[src/rtl/seq_pkg.sv]
// Shared definitions for the run sequencer: FSM states, halt encoding and
// per-program base addresses.
package seq_pkg;

    localparam int unsigned PC_W      = 11;
    localparam int unsigned INST_W    = 9;
    localparam int unsigned NUM_PROGS = 4;
    localparam int unsigned SEL_W     = 2;

    localparam logic [INST_W-1:0] HALT_INST = 9'h1FF;

    typedef enum logic [2:0] {
        IDLE,
        CLEAR,
        LOAD,
        RUN,
        DONE
    } seq_state_t;

    localparam logic [NUM_PROGS-1:0][PC_W-1:0] PROG_BASE = {
        11'd768, 11'd512, 11'd256, 11'd0
    };

    function automatic logic [PC_W-1:0] prog_base(input logic [SEL_W-1:0] sel);
        return PROG_BASE[sel];
    endfunction

endpackage

[src/rtl/run_sequencer.sv]
// Run controller for the 9-bit core: clears the register file, parks fetch at
// the selected program base, runs until HALT or watchdog, then reports.
module run_sequencer
    import seq_pkg::*;
#(
    parameter int unsigned PC_WIDTH   = 11,
    parameter int unsigned INST_WIDTH = 9,
    parameter int unsigned REG_WIDTH  = 4,
    parameter int unsigned CYC_WIDTH  = 16,
    parameter int unsigned MAX_CYCLES = 4096
) (
    input  logic                  clk,
    input  logic                  reset_n,
    input  logic                  start,
    input  logic [1:0]            prog_sel,
    input  logic [INST_WIDTH-1:0] inst,
    output logic                  fetch_reset,
    output logic [PC_WIDTH-1:0]   start_pc,
    output logic                  core_en,
    output logic                  rf_clr_en,
    output logic [REG_WIDTH-1:0]  rf_clr_idx,
    output logic                  busy,
    output logic                  done,
    output logic                  timeout,
    output logic [CYC_WIDTH-1:0]  cycle_count
);

    localparam logic [CYC_WIDTH-1:0] LAST_CYCLE = CYC_WIDTH'(MAX_CYCLES - 1);
    localparam logic [REG_WIDTH-1:0] LAST_REG   = {REG_WIDTH{1'b1}};

    seq_state_t            state_q, state_d;
    logic [1:0]            sel_q;
    logic [PC_WIDTH-1:0]   start_pc_q;
    logic [REG_WIDTH-1:0]  clr_idx_q;
    logic [CYC_WIDTH-1:0]  cycle_count_q;
    logic                  timeout_q;
    logic                  is_halt;
    logic                  accept;
    logic                  wd_hit;

    assign is_halt = (inst == INST_WIDTH'(HALT_INST));
    assign accept  = (state_q == IDLE) && start;
    assign wd_hit  = (cycle_count_q == LAST_CYCLE);

    // State register
    always_ff @(posedge clk) begin
        if (!reset_n) begin
            state_q <= IDLE;
        end else begin
            state_q <= state_d;
        end
    end

    // Next-state logic
    always_comb begin
        state_d = state_q;
        case (state_q)
            IDLE:  if (start)                  state_d = CLEAR;
            CLEAR: if (clr_idx_q == LAST_REG)  state_d = LOAD;
            LOAD:                              state_d = RUN;
            RUN:   if (is_halt || wd_hit)      state_d = DONE;
            DONE:  if (!start)                 state_d = IDLE;
            default:                           state_d = IDLE;
        endcase
    end

    // State-decoded outputs; core_en must follow inst within the cycle
    always_comb begin
        busy        = 1'b0;
        done        = 1'b0;
        rf_clr_en   = 1'b0;
        fetch_reset = 1'b1;
        core_en     = 1'b0;
        case (state_q)
            CLEAR: begin
                busy      = 1'b1;
                rf_clr_en = 1'b1;
            end
            LOAD: begin
                busy = 1'b1;
            end
            RUN: begin
                busy        = 1'b1;
                fetch_reset = 1'b0;
                core_en     = !is_halt;
            end
            DONE: begin
                done = 1'b1;
            end
            default: begin
                busy = 1'b0;
            end
        endcase
    end

    // Program select and base PC are captured once per accepted start
    always_ff @(posedge clk) begin
        if (!reset_n) begin
            sel_q      <= 2'd0;
            start_pc_q <= PC_WIDTH'(prog_base(2'd0));
        end else if (accept) begin
            sel_q      <= prog_sel;
            start_pc_q <= PC_WIDTH'(prog_base(prog_sel));
        end else if (state_q == CLEAR || state_q == LOAD) begin
            start_pc_q <= PC_WIDTH'(prog_base(sel_q));
        end
    end

    // Register-file clear index
    always_ff @(posedge clk) begin
        if (!reset_n) begin
            clr_idx_q <= '0;
        end else if (accept) begin
            clr_idx_q <= '0;
        end else if (state_q == CLEAR) begin
            clr_idx_q <= clr_idx_q + REG_WIDTH'(1);
        end
    end

    // Executed-instruction counter and watchdog; halt is never counted
    always_ff @(posedge clk) begin
        if (!reset_n) begin
            cycle_count_q <= '0;
            timeout_q     <= 1'b0;
        end else if (accept) begin
            cycle_count_q <= '0;
            timeout_q     <= 1'b0;
        end else if (state_q == RUN && !is_halt) begin
            cycle_count_q <= cycle_count_q + CYC_WIDTH'(1);
            if (wd_hit) begin
                timeout_q <= 1'b1;
            end
        end
    end

    assign start_pc    = start_pc_q;
    assign rf_clr_idx  = clr_idx_q;
    assign cycle_count = cycle_count_q;
    assign timeout     = timeout_q;

endmodule
[config.mk]
export PLATFORM = sky130hd
export DESIGN_NAME = run_sequencer
export DESIGN_NICKNAME = d
export VERILOG_FILES = /design/src/rtl/seq_pkg.sv /design/src/rtl/run_sequencer.sv
export SDC_FILE = /design/constraint.sdc
export NUM_CORES = 1
export LEC_CHECK = 0
export CAP_MARGIN = 30
export CELL_PAD_IN_SITES_DETAIL_PLACEMENT = 1
export CELL_PAD_IN_SITES_GLOBAL_PLACEMENT = 1
export CORE_UTILIZATION = 48
export DETAILED_ROUTE_END_ITERATION = 6
export DONT_BUFFER_PORTS = 1
export PLACE_DENSITY_LB_ADDON = 0.08
export SETUP_SLACK_MARGIN = 0.15
export SKIP_CTS_REPAIR_TIMING = 1
export SLEW_MARGIN = 40
export SYNTH_ARGS = -nofsm -noshare
export SYNTH_HDL_FRONTEND = slang
export SYNTH_SLANG_ARGS = --single-unit
[constraint.sdc]
create_clock -name clk -period 3.34 [get_ports clk]
set_clock_uncertainty 0.2 [all_clocks]
set_input_delay 1.002 -clock clk [delete_from_list [all_inputs] [get_ports clk]]
set_output_delay 1.002 -clock clk [all_outputs]
set_load 0.05 [all_outputs]
==> run summary <==
The flow ran to the end, but the final reports show violations. The final reports fail on DRC. The logs give 0.3862 for the share of synthesized area occupied by flip-flops and latches and 2.14 ns for the required time of the critical path. For the max capacitance violation total, the log shows 0.

After layout, the design draws a total of 0.6806 mW. The total half-perimeter wirelength after legalization and detailed placement was 2363 microns; the slew at the pin closest to its max-slew limit was 0.7297 ns. Worst flop-to-flop path endpoint: cycle_count[14]. The tree is rooted in a sky130_fd_sc_hd__clkbuf_4.

Entering global routing, the biggest net connects 22 pins. Count of synthesis-stage warnings from yosys: 0. The repair_antennas step left the layout with diodes totalling 0. The path type of the worst setup path is in -> out. In the layout the commonest cells are sky130_fd_sc_hd__dfxtp_1 (28), sky130_fd_sc_hd__a21oi_1 (18), sky130_fd_sc_hd__nor2_1 (16), sky130_fd_sc_hd__nand2_1 (10), sky130_fd_sc_hd__conb_1 (9). The number of core rows is 19. The worst path meets setup with 0.2715 ns of slack. The tools report the post-place setup slack as 0.2673 ns. The number of global-route vias before repair is 1251. Setup repair after global routing left no endpoint under its margin.

The number of pins with negative max-slew slack in the final report was 0. The logs give 0 for the hold violation total from the final report and 0.5292 nW for the leakage power summed over all cells. The clock edge transition at the registers on the reported setup and hold paths was 0.16 ns. The average wire per standard cell works out to 16.03 microns. Static timing analysis puts the maximum clock frequency at 325.9 MHz. For this run, design rule violations remaining after detail routing come to 10.

The worst voltage drop across the vdd grid came out at 0.2000 mV. The overall die area was 3248 sq um; the share of the clock period used by the worst path after layout was 0.9187. The run gives 5533 microns as the first-pass GRT wire length. The tools report the residual overflow from global routing as 0.

The number of buffers added by the clock tree synthesis step was 3. The worst hold path begins at sel_q[0]. The run gives 0.7252 as the final weighted congestion in routability-driven placement. For the post-layout utilization of the core, the log shows 0.5393. The largest fanout on the critical path is 5, and the wire length reported by the detailed router is 3223 microns. For the number of standard cells after synthesis, the log shows 169.

TritonCTS built the clock tree. For the iteration-0 DRC count of the detailed router, the log shows 41. In this run the count of I/O pins placed on the die edge is 51. The overall die width is 56.99 microns, and the total number of nets in the final design is 187. The shortest period the worst path allows is 3.069 ns. The path with the worst hold slack has its endpoint at sel_q[0].

The tools report the all-layer global routing usage as 0.2152. The logic depth of the worst register-to-register path was 4. The area added between synthesis and finish was 4.224%; the combined area of all synthesized cells was 1451 sq um.

The share of flip-flops with an asynchronous set or reset was 0. Register bit count reported by yosys: 28. The critical path starts at inst[6]. The tools report the total number of H-tree levels as 1.

The core box area is 2805 sq um, and the number of vias per cell after detailed routing is 6.214. The initial cell density of the core came out at 0.5174. Counting distinct cell types in the post-synthesis netlist gives 37. The run gives 1.06 ns as the setup slack on the worst flop-to-flop path. Nature of the critical path endpoint: an output port. The path class of the lowest-slack min-delay path is reg -> reg. The number of cells on the worst hold path was 2.

The flip-flop cell with the highest count after synthesis was sky130_fd_sc_hd__dfxtp_1. For the total negative setup slack, the log shows 0 ns. In this run the power density over the cells is 449.9 nW/um^2.

Final hold analysis gives a worst-case slack of 0.3351 ns. The die span in y works out to 56.99 microns. The source of the worst register-to-register timing path was cycle_count[3]. The clock passes through at most 2 buffers. The tools report the startpoint type of the worst setup path as a primary input. Worst relative slew slack: 0.5123. The first detailed-routing pass took 6 iterations. The number of input and output port buffers inserted is 0, and the worst endpoint data arrival time is 1.87 ns. The most common cell after layout, fill and taps aside was sky130_fd_sc_hd__dfxtp_1. For the number of clock sinks, the log shows 28. The tools report the clock network latency to the later pin of the worst-skew pair as 0.33 ns.

The count of vias placed by the detailed router is 1249. Number of flops mapped to enable cells by yosys: 0. A synthesized cell averages 8.588 sq um.

The tools report the initial antenna violation count as 0. Once detail routing completed, the nets flagged for antenna violations numbered 0. The ratio of cells with drive above 1 in the final layout is 0.08824.

For the setup violation total in the final timing report, the log shows 0.
==> power by group <==
part | leakage [nW] | switching (mW) | internal [mW]
clock network | 0.0279 | 0.101 | 0.121
logic | 0.275 | 0.0670 | 0.0242
registers | 0.227 | 0.0245 | 0.342
total | 0.529 | 0.193 | 0.488
==> kinds of logic after synthesis <==
family / after synthesis / synth area share
buffers and inverters: 21 / 0.08620
AOI/OAI and AO/OA: 40 / 0.1767
DFF: 28 / 0.3862
adders and majority gates: 2 / 0.01724
other: 1 / 0.002584
and+or+nand+nor: 65 / 0.2543
muxes: 5 / 0.03448
xor gates and xnor gates: 7 / 0.04224
==> through the flow <==
step | instance area (sq um) | cells
global route | 1513 | 201
finish | 1513 | 201
floorplan | 1496 | 177
detailed placement | 1460 | 197
global placement | 1460 | 197
CTS | 1513 | 201
==> routing by layer <==
layer / vias up / share of wire / track usage
met1: 603 / 0.46 / 0.2681
met5: - / 0 / 0
met4: 0 / 0.0074 / 0.06969
met3: 4 / 0.056 / 0.04535
li1: 600 / - / -
met2: 42 / 0.48 / 0.3714
==> worst max-delay path by stage <==
stage          endpoint
2_1_floorplan   core_en
3_3_place_gp    core_en
3_5_place_dp    core_en
4_1_cts         core_en
5_1_grt         core_en
6_report        core_en
==> worst max-delay path: stages <==
cell,delay [ns]
sky130_fd_sc_hd__nand4_1,0.19
sky130_fd_sc_hd__o31ai_4,0.30
sky130_fd_sc_hd__clkinvlp_4,0.37
==> state kept, by name, summed over array words and instances (netlist names) <==
name / count
rf_clr_idx: 4
cycle_count: 16
start_pc: 2
timeout: 1
state_q: 3
sel_q: 2
==> layout make-up <==
class                      instances  area (sq um)
sequential                        28         560.5
fill                             342          1292
timing repair buffer               4         30.03
clock inverter                     1         30.03
multi-input combinational        128         804.5
inverter                           6         26.28
tap                               31         38.79
clock buffer                       3         22.52
==> cell usage after synthesis, types with 2 or more instances <==
library cell,n,area [sq um]
sky130_fd_sc_hd__and3_1,2,12.51
sky130_fd_sc_hd__xor2_1,3,26.28
sky130_fd_sc_hd__inv_1,6,22.52
sky130_fd_sc_hd__clkbuf_1,3,11.26
sky130_fd_sc_hd__nand3b_1,3,22.52
sky130_fd_sc_hd__nand3_1,6,30.03
sky130_fd_sc_hd__a21oi_1,18,90.09
sky130_fd_sc_hd__a211oi_1,3,22.52
sky130_fd_sc_hd__o21ai_0,6,30.03
sky130_fd_sc_hd__o31ai_1,7,52.55
sky130_fd_sc_hd__xnor2_1,4,35.03
sky130_fd_sc_hd__and4_1,2,17.52
sky130_fd_sc_hd__ha_1,2,25.02
sky130_fd_sc_hd__nor3_1,2,10.01
sky130_fd_sc_hd__or4_1,8,60.06
sky130_fd_sc_hd__or3_1,5,31.28
sky130_fd_sc_hd__mux2i_1,5,50.05
sky130_fd_sc_hd__nor2_1,16,60.06
sky130_fd_sc_hd__dfxtp_1,28,560.5
sky130_fd_sc_hd__nand4_1,5,31.28
sky130_fd_sc_hd__buf_4,10,75.07
sky130_fd_sc_hd__nand2_1,10,37.54
No activity file was read; power rests on OpenSTA's default activity.
